===== src/rtl/sm83_bus_pkg.sv =====
// Shared types and constants for the SM83 external bus controller.
//   t_phase_e    : T-state encoding, one value per clock of an M-cycle
//   bus_seq_e    : bus sequence latched at T4 for the following M-cycle
//   bus_strobe_t : bus strobe bundle, with its idle (reset) value
package sm83_bus_pkg;

  typedef enum logic [1:0] {
    T1 = 2'd0,
    T2 = 2'd1,
    T3 = 2'd2,
    T4 = 2'd3
  } t_phase_e;

  typedef enum logic [1:0] {
    SEQ_IDLE = 2'd0,
    SEQ_RD   = 2'd1,
    SEQ_WR   = 2'd2
  } bus_seq_e;

  typedef struct packed {
    logic n_rd;
    logic p_rd;
    logic n_wr;
    logic p_wr;
    logic data_lh;
    logic doe;
  } bus_strobe_t;

  localparam logic N_RD_IDLE    = 1'b1;
  localparam logic P_RD_IDLE    = 1'b1;
  localparam logic N_WR_IDLE    = 1'b0;
  localparam logic P_WR_IDLE    = 1'b0;
  localparam logic DATA_LH_IDLE = 1'b0;
  localparam logic DOE_IDLE     = 1'b0;

  localparam bus_strobe_t STROBE_IDLE = '{
    n_rd:    N_RD_IDLE,
    p_rd:    P_RD_IDLE,
    n_wr:    N_WR_IDLE,
    p_wr:    P_WR_IDLE,
    data_lh: DATA_LH_IDLE,
    doe:     DOE_IDLE
  };

  // Free-running successor of a T-state (T4 wraps to T1).
  function automatic t_phase_e phase_next(input t_phase_e p);
    case (p)
      T1:      phase_next = T2;
      T2:      phase_next = T3;
      T3:      phase_next = T4;
      default: phase_next = T1;
    endcase
  endfunction

endpackage


===== src/rtl/sm83_phase_gen.sv =====
// T-state generator with optional wait-state insertion.
// Build option: SM83_BUS_WAIT_EN enables the hold at T3 and the wait counter;
// without it the phase free-runs, stall is 0 and wait_cnt is tied to 0.
// Ports:
//   clk, reset  : clock, synchronous active-high reset (phase -> T4)
//   seq_active  : a read or write sequence owns the current M-cycle
//   ext_wait    : slow-device wait request
//   phase       : current T-state
//   stall       : phase is being held at T3 this clock
//   wait_cnt    : wait states inserted in the current M-cycle
module sm83_phase_gen
  import sm83_bus_pkg::*;
#(
  parameter int unsigned WAIT_MAX = 7,
  parameter int unsigned WCNT_W   = 3
) (
  input  logic              clk,
  input  logic              reset,
  input  logic              seq_active,
  input  logic              ext_wait,
  output t_phase_e          phase,
  output logic              stall,
  output logic [WCNT_W-1:0] wait_cnt
);

  t_phase_e phase_q;
  t_phase_e phase_d;
  logic     hold_c;

`ifdef SM83_BUS_WAIT_EN
  logic [WCNT_W-1:0] cnt_q;
  logic [WCNT_W-1:0] cnt_d;

  // Hold T3 for a busy device until the per-M-cycle budget runs out.
  always_comb begin
    hold_c = 1'b0;
    cnt_d  = cnt_q;
    hold_c = !reset && (phase_q == T3) && seq_active && ext_wait &&
             (cnt_q < WCNT_W'(WAIT_MAX));
    if (phase_q == T4) begin
      cnt_d = '0;
    end else if (hold_c) begin
      cnt_d = cnt_q + WCNT_W'(1);
    end
  end

  always_ff @(posedge clk) begin
    if (reset) begin
      cnt_q <= '0;
    end else begin
      cnt_q <= cnt_d;
    end
  end

  assign wait_cnt = cnt_q;
`else
  logic unused_wait;
  assign unused_wait = seq_active ^ ext_wait ^ (WAIT_MAX == 0);
  assign hold_c      = 1'b0;
  assign wait_cnt    = '0;
`endif

  // Phase next-state: advance unless held.
  always_comb begin
    phase_d = phase_q;
    if (!hold_c) begin
      phase_d = phase_next(phase_q);
    end
  end

  // Phase register.
  always_ff @(posedge clk) begin
    if (reset) begin
      phase_q <= T4;
    end else begin
      phase_q <= phase_d;
    end
  end

  assign phase = phase_q;
  assign stall = hold_c;

endmodule


===== src/rtl/sm83_bus_ctrl.sv =====
// SM83 external bus interface: generates T-states, sequences read/write
// M-cycles, drives bus strobes and owns the address, data and opcode latches.
// Build option: SM83_BUS_WAIT_EN enables wait-state insertion (see sm83_phase_gen).
// Ports:
//   clk, reset            : clock, synchronous active-high reset
//   mread, mwrite         : next M-cycle request, sampled at T4
//   t1..t4, stall         : one-hot T-state, wait-state hold for the core
//   ain, al_we, aout      : address in, latch enable, latched bus address
//   din, dl_we            : write data and its latch enable (negedge)
//   ext_dout, ext_doe     : bus write data and output enable
//   ext_din, ext_wait     : bus read data, slow-device wait request
//   ext_data_lh           : read data latch strobe
//   n_rd,p_rd,n_wr,p_wr   : bus strobes
//   dout, opcode, bank_cb : read data, instruction register, CB bank flag
//   ctl_*                 : core control inputs
//   wait_cnt              : wait states inserted in the current M-cycle
module sm83_bus_ctrl
  import sm83_bus_pkg::*;
#(
  parameter int unsigned  ADR_WIDTH = 16,
  parameter int unsigned  WORD_SIZE = 8,
  parameter int unsigned  WAIT_MAX  = 7,
  localparam int unsigned WCNT_W    = $clog2(WAIT_MAX + 1)
) (
  input  logic                 clk,
  input  logic                 reset,
  input  logic                 mread,
  input  logic                 mwrite,
  output logic                 t1,
  output logic                 t2,
  output logic                 t3,
  output logic                 t4,
  output logic                 stall,
  input  logic [ADR_WIDTH-1:0] ain,
  input  logic                 al_we,
  output logic [ADR_WIDTH-1:0] aout,
  input  logic [WORD_SIZE-1:0] din,
  input  logic                 dl_we,
  output logic [WORD_SIZE-1:0] ext_dout,
  output logic                 ext_doe,
  input  logic [WORD_SIZE-1:0] ext_din,
  input  logic                 ext_wait,
  output logic                 ext_data_lh,
  output logic                 n_rd,
  output logic                 p_rd,
  output logic                 n_wr,
  output logic                 p_wr,
  output logic [WORD_SIZE-1:0] dout,
  output logic [WORD_SIZE-1:0] opcode,
  output logic                 bank_cb,
  input  logic                 ctl_ir_we,
  input  logic                 ctl_ir_bank_we,
  input  logic                 ctl_ir_bank_cb_set,
  input  logic                 ctl_zero_data_oe,
  output logic [WCNT_W-1:0]    wait_cnt
);

  t_phase_e             phase;
  bus_seq_e             seq_q;
  bus_seq_e             seq_d;
  bus_strobe_t          strb;
  logic                 rd_seq;
  logic                 seq_active;
  logic [WORD_SIZE-1:0] rd_latch;
  logic [WORD_SIZE-1:0] opcode_r;

  sm83_phase_gen #(
    .WAIT_MAX (WAIT_MAX),
    .WCNT_W   (WCNT_W)
  ) u_phase_gen (
    .clk        (clk),
    .reset      (reset),
    .seq_active (seq_active),
    .ext_wait   (ext_wait),
    .phase      (phase),
    .stall      (stall),
    .wait_cnt   (wait_cnt)
  );

  assign t1 = (phase == T1);
  assign t2 = (phase == T2);
  assign t3 = (phase == T3);
  assign t4 = (phase == T4);

  assign rd_seq     = (seq_q == SEQ_RD);
  assign seq_active = (seq_q != SEQ_IDLE);

  // Sequence next-state: the request present at T4 owns the next M-cycle.
  always_comb begin
    seq_d = seq_q;
    if (t4 && !stall) begin
      if (mread) begin
        seq_d = SEQ_RD;
      end else if (mwrite) begin
        seq_d = SEQ_WR;
      end else begin
        seq_d = SEQ_IDLE;
      end
    end
  end

  // Sequence register.
  always_ff @(posedge clk) begin
    if (reset) begin
      seq_q <= SEQ_IDLE;
    end else begin
      seq_q <= seq_d;
    end
  end

  // Bus strobes; forced idle while reset is high, even mid-sequence.
  always_comb begin
    strb = STROBE_IDLE;
    if (!reset) begin
      case (seq_q)
        SEQ_RD: begin
          strb.data_lh = t3;
        end
        SEQ_WR: begin
          strb.n_rd = 1'b0;
          strb.p_rd = t4;
          strb.n_wr = t3;
          strb.p_wr = t2 | t3;
          strb.doe  = 1'b1;
        end
        default: begin
          strb = STROBE_IDLE;
        end
      endcase
    end
  end

  assign n_rd        = strb.n_rd;
  assign p_rd        = strb.p_rd;
  assign n_wr        = strb.n_wr;
  assign p_wr        = strb.p_wr;
  assign ext_data_lh = strb.data_lh;
  assign ext_doe     = strb.doe;

  // Address and read-data latches carry no reset value.
  always_ff @(posedge clk) begin
    if (al_we && !stall) begin
      aout <= ain;
    end
    if (rd_seq && t4) begin
      rd_latch <= ext_din;
    end
  end

  // Write data is captured mid-cycle so the core can present it late.
  always_ff @(negedge clk) begin
    if (dl_we) begin
      ext_dout <= din;
    end
  end

  // Read data is bypassed from the bus during the capturing T4.
  always_comb begin
    dout = rd_latch;
    if (ctl_zero_data_oe) begin
      dout = '0;
    end else if (rd_seq && t4) begin
      dout = ext_din;
    end
  end

  // Instruction register and CB-prefix bank flag.
  always_ff @(posedge clk) begin
    if (reset) begin
      opcode_r <= '0;
      bank_cb  <= 1'b0;
    end else begin
      if (ctl_ir_we) begin
        opcode_r <= dout;
      end
      if (ctl_ir_bank_we) begin
        bank_cb <= ctl_ir_bank_cb_set;
      end
    end
  end

  assign opcode = ctl_ir_we ? dout : opcode_r;

endmodule


===== config.mk =====
export PLATFORM = sky130hd
export DESIGN_NAME = sm83_bus_ctrl
export DESIGN_NICKNAME = d
export VERILOG_FILES = /design/src/rtl/sm83_bus_pkg.sv /design/src/rtl/sm83_phase_gen.sv /design/src/rtl/sm83_bus_ctrl.sv
export SDC_FILE = /design/constraint.sdc
export NUM_CORES = 1
export LEC_CHECK = 0
export BUFFER_PORTS_ARGS = -buffer_cell sky130_fd_sc_hd__clkbuf_2
export CORE_UTILIZATION = 39
export CTS_CLUSTER_DIAMETER = 30
export DETAILED_ROUTE_END_ITERATION = 8
export PLACE_DENSITY = 0.73
export REMOVE_ABC_BUFFERS = 1
export SLEW_MARGIN = 20
export SYNTH_ARGS = -nofsm -noshare
export SYNTH_HDL_FRONTEND = slang
export SYNTH_SLANG_ARGS = --single-unit

===== constraint.sdc =====
create_clock -name clk -period 1.2 [get_ports clk]
set_input_delay 0.06 -clock clk [delete_from_list [all_inputs] [get_ports clk]]
set_output_delay 0.06 -clock clk [all_outputs]
set_load 0.02 [all_outputs]

---- Word-level counts from Yosys, hierarchy flattened ----
Cells that the tools add are included.
word-level totals
  bits in registers ....................... 45
  input port bits ......................... 43
  output and inout bits ................... 55
  word-level logic and storage cells ...... 25
operators by class
  equality and inequality tests ........... 5
  mux-type cells .......................... 10
  bitwise operators ....................... 1
  reductions and logical operators ........ 2
operator list
  operator                                              count
  2-to-1 mux 8 bit                                      3
  equality test 2 bit (second input constant)           3
  2-to-1 mux 6 bit                                      1
  case mux 2 bit (3 select lines)                       1
  equality test 2 x 1 -> 1 bit (second input constant)  2
  2-to-1 mux 2 bit                                      2
  2-to-1 mux 4 bit                                      1
  zero test 2 bit                                       1
  2-to-1 mux 1 bit                                      2
  logical AND 1 bit                                     1
  OR 1 bit                                              1

---- Logic depth before layout (Yosys ltp) ----
  depth after elaboration ................. 5
  mapped depth ............................ 6
  mapped depth without buffers ............ 4

---- By module ----
A second synthesis with hierarchy kept.
second synthesis, totals
  cell total of the unflattened synthesis .. 144
  area total of the unflattened synthesis .. 1798.0 sq um
modules (own cells, without submodules)
  module          instances  cells each  area each (sq um)  sequential area each (sq um)
  sm83_bus_ctrl   1          131         1679.1             1101.1
  sm83_phase_gen  1          13          118.9              40.0

==> flow_summary_export.csv <==
group,metric,value,unit
run_status,status,"finished, violations left",
run_status,violations,"negative setup slack",
detailed_routing,drt_wl_total,4920,um
cells_and_area,final_util,75.7,%
cells_and_area,design_area,3140,sq um
placement,dp_slack,-0.268,ns
critical_path,worstPathRequired,1.14,ns
clock_tree,clockBufferDepth,2,
grt,grt_use_total,19.6,%
critical_path,r2r_cells,8,
clock_tree,cts_inserted_buffers,5,
detailed_routing,routed_via_density,4.70,
sta,rsz0062_at_grt,"yes",
placement,dp_hpwl,2920,um
die,rows,23,
critical_path,cpPeakStageDelay,0.35,ns
detailed_routing,first_iter_violations,54,
power,total_power,5.51,mW
synthesis,synth_seq_cells,45,
clock_tree,clk_latency,0.30,ns
power,p_leak,1.43,nW
critical_path,r2r_end,"opcode_r[2]",
hold_path,hold_start,"reset",
detailed_routing,route.vias.total,1561,
cells_and_area,layout-drive-gt1-share,59.9,%
detailed_routing,detail-route-antenna-nets,0,
die,start_util,42.2,%
critical_path,reg2reg_from,"u_phase_gen.phase[1]",
die,chipWidth,68.9,um
clock_tree,clock-sinks,45,
detailed_routing,avgRoutedWirePerCell,14.8,um
sta,finalCritPeriodShare,147,%
sta,setup_ws,-0.561,ns
sta,setup_tns,-16.08,ns
sta,setup_viol,50,
cells_and_area,syn_to_final_growth,79.5,%
synthesis,synth_area_per_cell,12.7,sq um
grt,overflow,0,
synthesis,synthAdderAreaFrac,2.86,%
grt,grt_pass1_wl,6540,um
synthesis,synthSimpleGateAreaFrac,9.23,%
synthesis,yosysSeqAreaShare,65.3,%
clock_tree,clkTransAtPathRegs,0.09,ns
sta,final.setup_skew,0.00621,ns
placement,place_area,2350,sq um
clock_tree,root_buffer,"clkbuf_8",
sta,fin_crit,1.76,ns
placement,io_buffers,92,
critical_path,crit_fanout,8,
synthesis,syn-cell-area,1750,sq um
placement,gp_congestion,0.747,
critical_path,cpMaxStageDelayCell,"dfxtp_2",
power,vdd_drop_max,1620,uV
sta,slew_violations,0,
critical_path,worstSetupStartpointType,"flip-flop",
power,power_density,1750,nW/um^2
synthesis,synth_mux_area_share,5.73,%
sta,relSlewSlack,46.8,%
synthesis,synth_compound_area_share,7.16,%
clock_tree,cts_tree,"built",
die,die_h,68.9,um
hold_path,min_to,"seq_q[1]",
cells_and_area,num_antenna_cells,0,
hold_path,min_path_type,"primary input to flip-flop",
critical_path,worstSetupPathType,"flip-flop to output port",
hold_path,min_path_cells,2,
critical_path,rrSetupSlack,-0.37,ns
synthesis,synth_top_family_by_area,"buffers and inverters",
detailed_routing,drc,0,
die,io_pins,98,
die,die_area,4750,sq um
sta,fmax,568,MHz
critical_path,end_kind,"output port",
flow_run,maxCapViolCount,0,
synthesis,synth-xor-area-share,0,%
sta,worst_slew_pin_slew,0.797,ns
grt,grt_pass1_vias,1413,
grt,grt_max_degree,17,
cells_and_area,fin_nets,328,
clock_tree,h-tree-depth,2,
synthesis,syn_inst,138,
detailed_routing,dr.pass1.iters,5,
critical_path,worstPathArrival,1.70,ns
synthesis,ys_types,23,
critical_path,crit_path_cell_trace,"ha_4, nand3b_1, buf_12, mux2i_4, o22ai_2, clkbuf_8",
synthesis,ys_warn_count,0,
die,coreArea,4140,sq um
sta,final-hold-violation-count,0,
cells_and_area,n_fill_cell,264,
grt,antenna_found_initial,0,
metrics by stage:
step                      hold WS, ns  instances
after floorplan                 0.129        131
after global placement          0.238        293
after detailed placement        0.241        293
after CTS                     0.00256        331
after global routing           0.0136        332
final                          0.0235        332
layout make-up:
type	instances	area [sq um]	share of cell area, %
Multi-Input combinational cell	66	662	21.1
Inverter	19	76.3	2.43
Sequential cell	45	1150	36.5
Timing Repair Buffer	136	1060	33.9
Clock inverter	11	57.6	1.83
Clock buffer	5	68.8	2.19
Tap cell	50	62.6	1.99
synth_stat cells:
master    count  area (sq um)
nor3b_1       1          7.51
mux2i_1      10           100
o21ai_2       8          70.1
dfxtp_1      21           420
ha_1          4          50.1
buf_6         5          56.3
or2_0         1          6.26
nor4bb_1      1          10.0
nand2_1       8          30.0
o22ai_1       8          50.1
or3_1         1          6.26
inv_1        20          75.1
clkbuf_2      1          5.00
buf_4         4          30.0
conb_1        1          3.75
nand2b_4      1          13.8
edfxtp_1     24           721
a21oi_1       1          5.00
or2_2         1          6.26
nor2_1       11          41.3
nand2b_1      2          12.5
and2_1        2          12.5
nand3b_1      2          15.0
timing repair:
action	CTS	global route
endpoints found under the hold margin	18	0
endpoints found under the setup margin	52	51
cloned	0	0
resized for setup	68	69
pin swaps	15	12
hold buffers	18	0
setup buffers	7	8
how the worst max path moves through the flow:
stage                                    start     endpoint  slack (ns)  cells past startpoint
after floorplan           u_phase_gen.phase[0]    opcode[0]       -0.57                      4
after global placement    u_phase_gen.phase[0]  opcode_r[7]       -0.22                      6
after detailed placement  u_phase_gen.phase[0]  opcode_r[7]       -0.27                      6
after CTS                 u_phase_gen.phase[1]      dout[2]       -0.55                      7
after global routing      u_phase_gen.phase[1]      dout[2]       -0.62                      7
final                     u_phase_gen.phase[1]    opcode[1]       -0.56                      6
metal layers:
metal  vias up  GRT usage (%)  wire length [um]
li1        739              -                 -
met1       720           21.5              1870
met2        88           36.8              2590
met3        14           4.28               349
met4         0           6.89               106
met5         -              0                 0
where the power goes:
group	leakage, nW	internal, mW	switching (mW)
clock	0.0893	0.467	0.639
combinational	0.933	1.23	1.10
sequential	0.410	1.90	0.167
total	1.43	3.60	1.90
worst max-delay path, delay by kind of cell, from the launching register on:
kind | cells | cell delay [ns]
adder cells (fa/ha/maj) | 1 | 0.15
multiplexers | 1 | 0.30
AND/OR/NAND/NOR | 1 | 0.13
AO/OA/AOI/OAI | 1 | 0.12
buffers and inverters | 2 | 0.36
flip-flops | 1 | 0.35
layout by cell type (no fill, tap or decap), types with 2 or more instances in the layout:
cell,Yosys,final
inv_1,20,19
o21ai_2,8,8
clkbuf_2,1,62
mux2i_1,10,2
clkbuf_8,0,10
o22ai_1,8,2
nand2b_1,2,2
ha_4,0,4
buf_8,0,3
dfxtp_2,0,4
dfxtp_1,21,17
dlygate4sd3_1,0,18
inv_4,0,2
nand2_1,8,8
edfxtp_1,24,24
o22ai_2,0,6
inv_2,0,6
nand3b_1,2,2
nor2_1,11,11
buf_4,4,21
mux2i_4,0,7
buf_6,5,24
conb_1,1,4
cells by family (layout without fill, tap and decap cells):
group,after synthesis,in the layout
buf+inv,30,171
simple gates,31,31
fa+ha+maj,4,4
other cells,1,4
compound gates,17,17
flops,45,45
mux,10,10
sequential cells by signal, summed over array words and instances, names as in the netlist:
register and cells:
bank_cb 1, u_phase_gen.phase 2, opcode_r 8, seq_q 2, aout 16, ext_dout 8
rd_latch 8
Note: power is estimated with default switching activity, not from simulation.
